$ cat src/rtl/ssd_display_arbiter_if.sv
// Purpose: bundles the requester-facing and board-facing signals of the
//          seven-segment display arbiter.
// Signals:
//   req[2:0]   request per requester (bit i = requester i)
//   msg0..2    16-bit glyph messages, [3:0] rightmost .. [15:12] leftmost
//   grant[2:0] one-hot current owner, 000 when idle
//   an[3:0]    anode enables, active-low
//   seg[6:0]   cathodes, active-low, seg[6]=g .. seg[0]=a
// Modports: master = requesters/board side, slave = arbiter side.
interface ssd_display_arbiter_if;
   logic [2:0]  req;
   logic [15:0] msg0;
   logic [15:0] msg1;
   logic [15:0] msg2;
   logic [2:0]  grant;
   logic [3:0]  an;
   logic [6:0]  seg;

   modport master (
      output req, msg0, msg1, msg2,
      input  grant, an, seg
   );

   modport slave (
      input  req, msg0, msg1, msg2,
      output grant, an, seg
   );
endinterface

$ cat src/rtl/ssd_display_arbiter.sv
// Purpose: shares a 4-digit seven-segment display between three requesters.
//          Round-robin ownership with a minimum dwell time, time-multiplexed
//          anode scanning and glyph decode of the owner's live message.
// Ports:
//   clk  system clock
//   rst  asynchronous active-high reset
//   bus  ssd_display_arbiter_if.slave (req, msg0..2 in; grant, an, seg out)
// Parameters:
//   DIG_BITS      digit advances every 2^DIG_BITS cycles
//   DWELL_CYCLES  minimum ownership time in cycles (>= 2, fits 27 bits)
module ssd_display_arbiter #(
   parameter int unsigned DIG_BITS     = 17,
   parameter int unsigned DWELL_CYCLES = 100000000
) (
   input  logic                 clk,
   input  logic                 rst,
   ssd_display_arbiter_if.slave bus
);

   localparam int unsigned SCAN_W  = DIG_BITS + 2;
   localparam int unsigned DWELL_W = 27;
   localparam logic [DWELL_W-1:0] DWELL_LAST = DWELL_W'(DWELL_CYCLES - 1);

   localparam logic [0:0] ST_IDLE = 1'b0;
   localparam logic [0:0] ST_OWN  = 1'b1;

   logic [0:0]         state_q, state_d;
   logic [2:0]         grant_q, grant_d;
   logic [1:0]         last_q,  last_d;
   logic [DWELL_W-1:0] dwell_q, dwell_d;
   logic [SCAN_W-1:0]  scan_q,  scan_d;
   logic [3:0]         an_q,    an_d;
   logic [6:0]         seg_q,   seg_d;

   logic [2:0]  pick_any;
   logic [2:0]  pick_other;
   logic [1:0]  digit;
   logic [15:0] owner_msg;
   logic [3:0]  nibble;

   // First requester after ptr, searching cyclically; returns {valid, index}.
   function automatic logic [2:0] rr_pick(input logic [1:0] ptr, input logic [2:0] r);
      logic [1:0] c0, c1, c2;
      case (ptr)
         2'd0:    begin c0 = 2'd1; c1 = 2'd2; c2 = 2'd0; end
         2'd1:    begin c0 = 2'd2; c1 = 2'd0; c2 = 2'd1; end
         default: begin c0 = 2'd0; c1 = 2'd1; c2 = 2'd2; end
      endcase
      if (r[c0])      return {1'b1, c0};
      else if (r[c1]) return {1'b1, c1};
      else if (r[c2]) return {1'b1, c2};
      else            return 3'b000;
   endfunction

   function automatic logic [2:0] onehot(input logic [1:0] idx);
      case (idx)
         2'd0:    return 3'b001;
         2'd1:    return 3'b010;
         default: return 3'b100;
      endcase
   endfunction

   // Glyph code to active-low cathodes {g,f,e,d,c,b,a}.
   function automatic logic [6:0] decode(input logic [3:0] code);
      case (code)
         4'h0:    return 7'b1000000;
         4'h1:    return 7'b1111001;
         4'h2:    return 7'b0100100;
         4'h3:    return 7'b0110000;
         4'h4:    return 7'b0011001;
         4'h5:    return 7'b0010010;
         4'h6:    return 7'b0000010;
         4'h7:    return 7'b1111000;
         4'h8:    return 7'b0000000;
         4'h9:    return 7'b0010000;
         4'hA:    return 7'b0001110;
         4'hB:    return 7'b0000011;
         4'hC:    return 7'b0111111;
         4'hD:    return 7'b1000001;
         4'hE:    return 7'b1000000;
         default: return 7'b1111111;
      endcase
   endfunction

   // State, arbitration and display registers.
   always_ff @(posedge clk or posedge rst) begin
      if (rst) begin
         state_q <= ST_IDLE;
         grant_q <= 3'b000;
         last_q  <= 2'd2;
         dwell_q <= '0;
         scan_q  <= '0;
         an_q    <= 4'b1111;
         seg_q   <= 7'b1111111;
      end else begin
         state_q <= state_d;
         grant_q <= grant_d;
         last_q  <= last_d;
         dwell_q <= dwell_d;
         scan_q  <= scan_d;
         an_q    <= an_d;
         seg_q   <= seg_d;
      end
   end

   // Next-state logic: arbitration FSM plus anode/cathode selection.
   always_comb begin
      state_d    = state_q;
      grant_d    = grant_q;
      last_d     = last_q;
      dwell_d    = dwell_q;
      scan_d     = scan_q + SCAN_W'(1);
      an_d       = 4'b1111;
      seg_d      = 7'b1111111;
      owner_msg  = 16'h0000;
      nibble     = 4'h0;
      digit      = scan_q[SCAN_W-1 -: 2];
      // In OWN last_q is the current owner, so both searches start after it.
      pick_any   = rr_pick(last_q, bus.req);
      pick_other = rr_pick(last_q, bus.req & ~onehot(last_q));

      case (state_q)
         ST_IDLE: begin
            grant_d = 3'b000;
            dwell_d = '0;
            if (pick_any[2]) begin
               state_d = ST_OWN;
               grant_d = onehot(pick_any[1:0]);
               last_d  = pick_any[1:0];
            end
         end
         ST_OWN: begin
            dwell_d = (dwell_q == DWELL_LAST) ? dwell_q : dwell_q + DWELL_W'(1);
            if (!bus.req[last_q]) begin
               // Release wins over dwell expiry.
               dwell_d = '0;
               if (pick_other[2]) begin
                  grant_d = onehot(pick_other[1:0]);
                  last_d  = pick_other[1:0];
               end else begin
                  state_d = ST_IDLE;
                  grant_d = 3'b000;
               end
            end else if (dwell_q == DWELL_LAST) begin
               // Expiry: hand over if anyone else waits, else restart dwell.
               dwell_d = '0;
               if (pick_other[2]) begin
                  grant_d = onehot(pick_other[1:0]);
                  last_d  = pick_other[1:0];
               end
            end
         end
         default: begin
            state_d = ST_IDLE;
            grant_d = 3'b000;
            dwell_d = '0;
         end
      endcase

      // Live message of the owner; an and seg come from the same digit index.
      if (state_q == ST_OWN) begin
         case (last_q)
            2'd0:    owner_msg = bus.msg0;
            2'd1:    owner_msg = bus.msg1;
            default: owner_msg = bus.msg2;
         endcase
         case (digit)
            2'd0:    nibble = owner_msg[3:0];
            2'd1:    nibble = owner_msg[7:4];
            2'd2:    nibble = owner_msg[11:8];
            default: nibble = owner_msg[15:12];
         endcase
         an_d  = ~(4'b0001 << digit);
         seg_d = decode(nibble);
      end
   end

   assign bus.grant = grant_q;
   assign bus.an    = an_q;
   assign bus.seg   = seg_q;

endmodule

$ cat src/flat_wrapper.sv
// flat-port wrapper written by rule: the top's interface ports become plain ports
module ssd_display_arbiter_flat 
#(
   parameter int unsigned DIG_BITS     = 17,
   parameter int unsigned DWELL_CYCLES = 100000000
)
  (clk, rst, bus_req, bus_msg0, bus_msg1, bus_msg2, bus_grant, bus_an, bus_seg);
  ssd_display_arbiter_if bus_i ();
  input  logic clk;
  input  logic rst;
  input wire logic [$bits(bus_i.req)-1:0] bus_req;
  input wire logic [$bits(bus_i.msg0)-1:0] bus_msg0;
  input wire logic [$bits(bus_i.msg1)-1:0] bus_msg1;
  input wire logic [$bits(bus_i.msg2)-1:0] bus_msg2;
  output wire logic [$bits(bus_i.grant)-1:0] bus_grant;
  output wire logic [$bits(bus_i.an)-1:0] bus_an;
  output wire logic [$bits(bus_i.seg)-1:0] bus_seg;
  assign bus_i.req = bus_req;
  assign bus_i.msg0 = bus_msg0;
  assign bus_i.msg1 = bus_msg1;
  assign bus_i.msg2 = bus_msg2;
  assign bus_grant = bus_i.grant;
  assign bus_an = bus_i.an;
  assign bus_seg = bus_i.seg;
  ssd_display_arbiter #(.DIG_BITS(DIG_BITS), .DWELL_CYCLES(DWELL_CYCLES)) u_core (.clk(clk), .rst(rst), .bus(bus_i));
endmodule
$ cat config.mk
export PLATFORM = sky130hd
export DESIGN_NAME = ssd_display_arbiter_flat
export DESIGN_NICKNAME = d
export VERILOG_FILES = /design/src/rtl/ssd_display_arbiter_if.sv /design/src/rtl/ssd_display_arbiter.sv /design/src/flat_wrapper.sv
export SDC_FILE = /design/constraint.sdc
export NUM_CORES = 1
export LEC_CHECK = 0
export BUFFER_PORTS_ARGS = -buffer_cell sky130_fd_sc_hd__buf_4
export CAP_MARGIN = 25
export CORE_ASPECT_RATIO = 0.9
export CORE_MARGIN = 3
export CORE_UTILIZATION = 55
export DETAILED_ROUTE_END_ITERATION = 8
export GPL_ROUTABILITY_DRIVEN = 0
export PLACE_DENSITY = 0.82
export SYNTH_ARGS = -nofsm -noshare
export SYNTH_HDL_FRONTEND = slang
export SYNTH_SLANG_ARGS = --single-unit
export TNS_END_PERCENT = 30
$ cat constraint.sdc
create_clock -name clk -period 3.4 [get_ports clk]
set_clock_uncertainty 0.1 [all_clocks]
set_input_delay 0.68 -clock clk [delete_from_list [all_inputs] [get_ports clk]]
set_output_delay 0.68 -clock clk [all_outputs]
set_load 0.01 [all_outputs]
==> results.cfg <==
[synthesis]
ys.flop_type = dfrtp_1
synthesis.area_um2 = 3610
synthAdderAreaFrac_pct = 2.42
syn_nets = 418
synth-seq-cells = 63
synth-compound-area-share_pct = 6.75
yosysTopAreaCellShare_pct = 35.3
synth_largest_area_cell = dfrtp_1
syn_inst = 358
ys_seq_area_share_pct = 44.0
syn-mean-instance-area_um2 = 10.1
synth-simple-area-share_pct = 19.8
yosys-top-cells-area = dfrtp_1 35%, dfstp_2 8.7%, xnor2_1 6.5%, mux2i_1 4.7%, nor2_1 4.7%
yosys.cell_types.count = 52
synth_top_family_by_area = simple AND/OR/NAND/NOR gates
ys.warnings.count = 0
synthXorXnorAreaFrac_pct = 10.2
muxShareOfSynthArea_pct = 13.1
synthArstFlopShare_pct = 100
synth_edf_count = 0

[power]
cellPowerDensity_nw_per_um2 = 591
peakVddDrop_v = 0.000506
total_power_mw = 2.61
p_leak_nw = 1.93

[routing]
drtIter0Drc = 143
vias = 2907
drcViolationCount = 0
via_per_inst = 5.63
first_pass_iters = 4
detail_route.wl_per_cell_um = 15.4
ant_nets = 0
routed_wl_um = 7940

[outcome]
status = complete, no violations

[timing]
final_hold_viol_count = 0
timing.final.crit_share_pct = 91.0
slew_headroom_pct = 54.0
rsz0062_at_grt = false
maxSlewViolCount = 0
worstMarginPinSlew_ns = 0.689
max_freq_mhz = 323
final.setup.tns_ns = 0
period_minus_slack_ns = 3.09
finalSetupViolations = 0

[clocking]
cts_setup_buffers = 0
cts_resized = 0
htreeDepth = 3
cts_buffers = 9
cts_num_sinks = 63
cts_tree = built
cts-root-buf = clkbuf_8
clk_pin_slew_ns = 0.07
ctsHoldBuffers = 0
cts.path.max_buffers = 2
clock_latency_ns = 0.34

[setup_path]
crit_path_start_kind = register
crit_arrival_ns = 3.25
crit_required_ns = 3.56
crit_type = reg -> reg
worstPathMaxFanout = 14
crit_path_end_kind = register

[cells_and_area]
finalInstanceArea_um2 = 4410
finish.net_count = 484
final_cells = 516
area_growth_pct = 22.1
nFillCells = 452
antenna_cells = 0
drive_gt1_share_pct = 28.2

[global_routing]
grt_pass1_wl_um = 13100
grt.overflow.total = 0
grt_pass1_vias = 2864
antenna_found_initial = 0
grt_util_all_layers_pct = 21.4
grt_start_max_net_pins = 35

[place]
place_inst = 500
hpwl_um = 5730
portBuffers = 66
place_area_um2 = 4180

[floorplanning]
core_um2 = 6250
dieArea_um2 = 7580
io_pins = 67
chipHeight_um = 82.9
initial_core_util_pct = 57.8
die_w_um = 91.4
num_rows = 27

[worst_hold_path]
min_path_type = in -> async

[run]
cap_viol_max_count = 0
state kept, by name, indices dropped and copies added, names as in the netlist:
register,flops
u_core.last_q,2
u_core.bus.grant,3
u_core.bus.seg,7
u_core.scan_q,19
u_core.state_q,1
u_core.bus.an,4
u_core.dwell_q,27
layout by cell type (no fill, tap or decap), drive strengths merged, types with 2 or more instances in the layout:
| cell | instances |
|---|---|
| a21oi | 3 |
| clkinv | 2 |
| nor2b | 3 |
| o32a | 2 |
| and3 | 7 |
| nand3b | 3 |
| buf | 73 |
| inv | 12 |
| a32oi | 2 |
| nor4 | 8 |
| dfrtp | 51 |
| nor2 | 45 |
| o211ai | 2 |
| nand3 | 24 |
| and4 | 3 |
| clkbuf | 10 |
| bufinv | 2 |
| nor3 | 13 |
| clkinvlp | 2 |
| xnor2 | 27 |
| nand4 | 6 |
| nor4b | 2 |
| dfstp | 12 |
| o2bb2ai | 2 |
| ha | 7 |
| mux2 | 11 |
| o21ai | 12 |
| mux4 | 5 |
| xor2 | 15 |
| nand2 | 27 |
| mux2i | 19 |
path summary, 6_finish.rpt:
| path | from | end | slack [ns] | depth (start not counted) |
|---|---|---|---|---|
| worst max-delay path | u_core.last_q[0]$_DFFE_PP0P_ | u_core.bus.seg[4]$_DFF_PP1_ | 0.31 | 9 |
| worst min-delay path | rst | u_core.scan_q[0]$_DFF_PP0_ | 0.35 | 2 |
| max in group asynchronous | rst | u_core.bus.seg[1]$_DFF_PP1_ | 2.09 | 3 |
| min in group clk | u_core.scan_q[16]$_DFF_PP0_ | u_core.scan_q[16]$_DFF_PP0_ | 0.37 | 1 |
| worst min register to register | u_core.scan_q[16]$_DFF_PP0_ | u_core.scan_q[16]$_DFF_PP0_ | 0.37 | 1 |
| worst max register to register | u_core.last_q[0]$_DFFE_PP0P_ | u_core.bus.seg[4]$_DFF_PP1_ | 0.31 | 9 |
stage by stage:
step / worst slack [ns] / hold WS [ns] / utilization [%]
after global placement: 0.480 / 0.356 / 66.9
after CTS: 0.353 / 0.366 / 70.6
after floorplan: 0.598 / 0.338 / -
after detailed placement: 0.362 / 0.357 / 66.9
after global routing: 0.146 / 0.386 / 70.6
final: 0.306 / 0.348 / 70.6
kinds of logic (layout without fill, tap and decap cells):
kind of cell               after synthesis  in the layout
AOI/OAI and AO/OA                       34             34
xor gates and xnor gates                42             42
adders and majority gates                7              7
buffers and inverters                   30            101
DFF                                     63             63
muxes                                   35             35
and+or+nand+nor                        147            147
cell type report:
cell class                 instances  area (um2)  area share, %
timing repair buffer              73         548           12.4
clock buffer                      10         138           3.12
multi-input combinational        265        1890           42.8
clock inverter                     6        92.6           2.10
tap                               87         109           2.47
sequential                        63        1590           36.1
inverter                          12        45.0           1.02
worst max-delay path: stages (launching register included):
cell and delay (ns):
dfrtp_1 0.77, mux2_2 0.42, mux4_2 0.48, mux2i_4 0.31
ha_1 0.32, inv_1 0.12, nor2_1 0.05, mux2i_1 0.14
a32oi_1 0.10, o21ai_1 0.20
routing by layer:
metal	vias up	global-route usage, %	share of wire [%]
met4	0	7.67	1.4
met2	88	35.3	51
met3	11	6.52	5.6
met1	1418	26.4	42
met5	-	0	0
li1	1390	-	-
power by group:
group	internal [mW]	switching [mW]	leakage (nW)
combinational	0.447	0.477	1.01
clock	0.436	0.302	0.109
sequential	0.868	0.0788	0.814
cell usage after synthesis (all sizes together), types with 5 or more instances:
master,number
mux2,11
xnor2,27
o21ai,12
inv,11
dfstp,12
mux2i,19
buf,7
dfrtp,51
ha,7
clkbuf,11
nor3,13
nor2,45
nand3,24
nand2,27
xor2,15
and3,7
nor4,8
nand4,6
mux4,5
(Power assumes the default switching activity.)
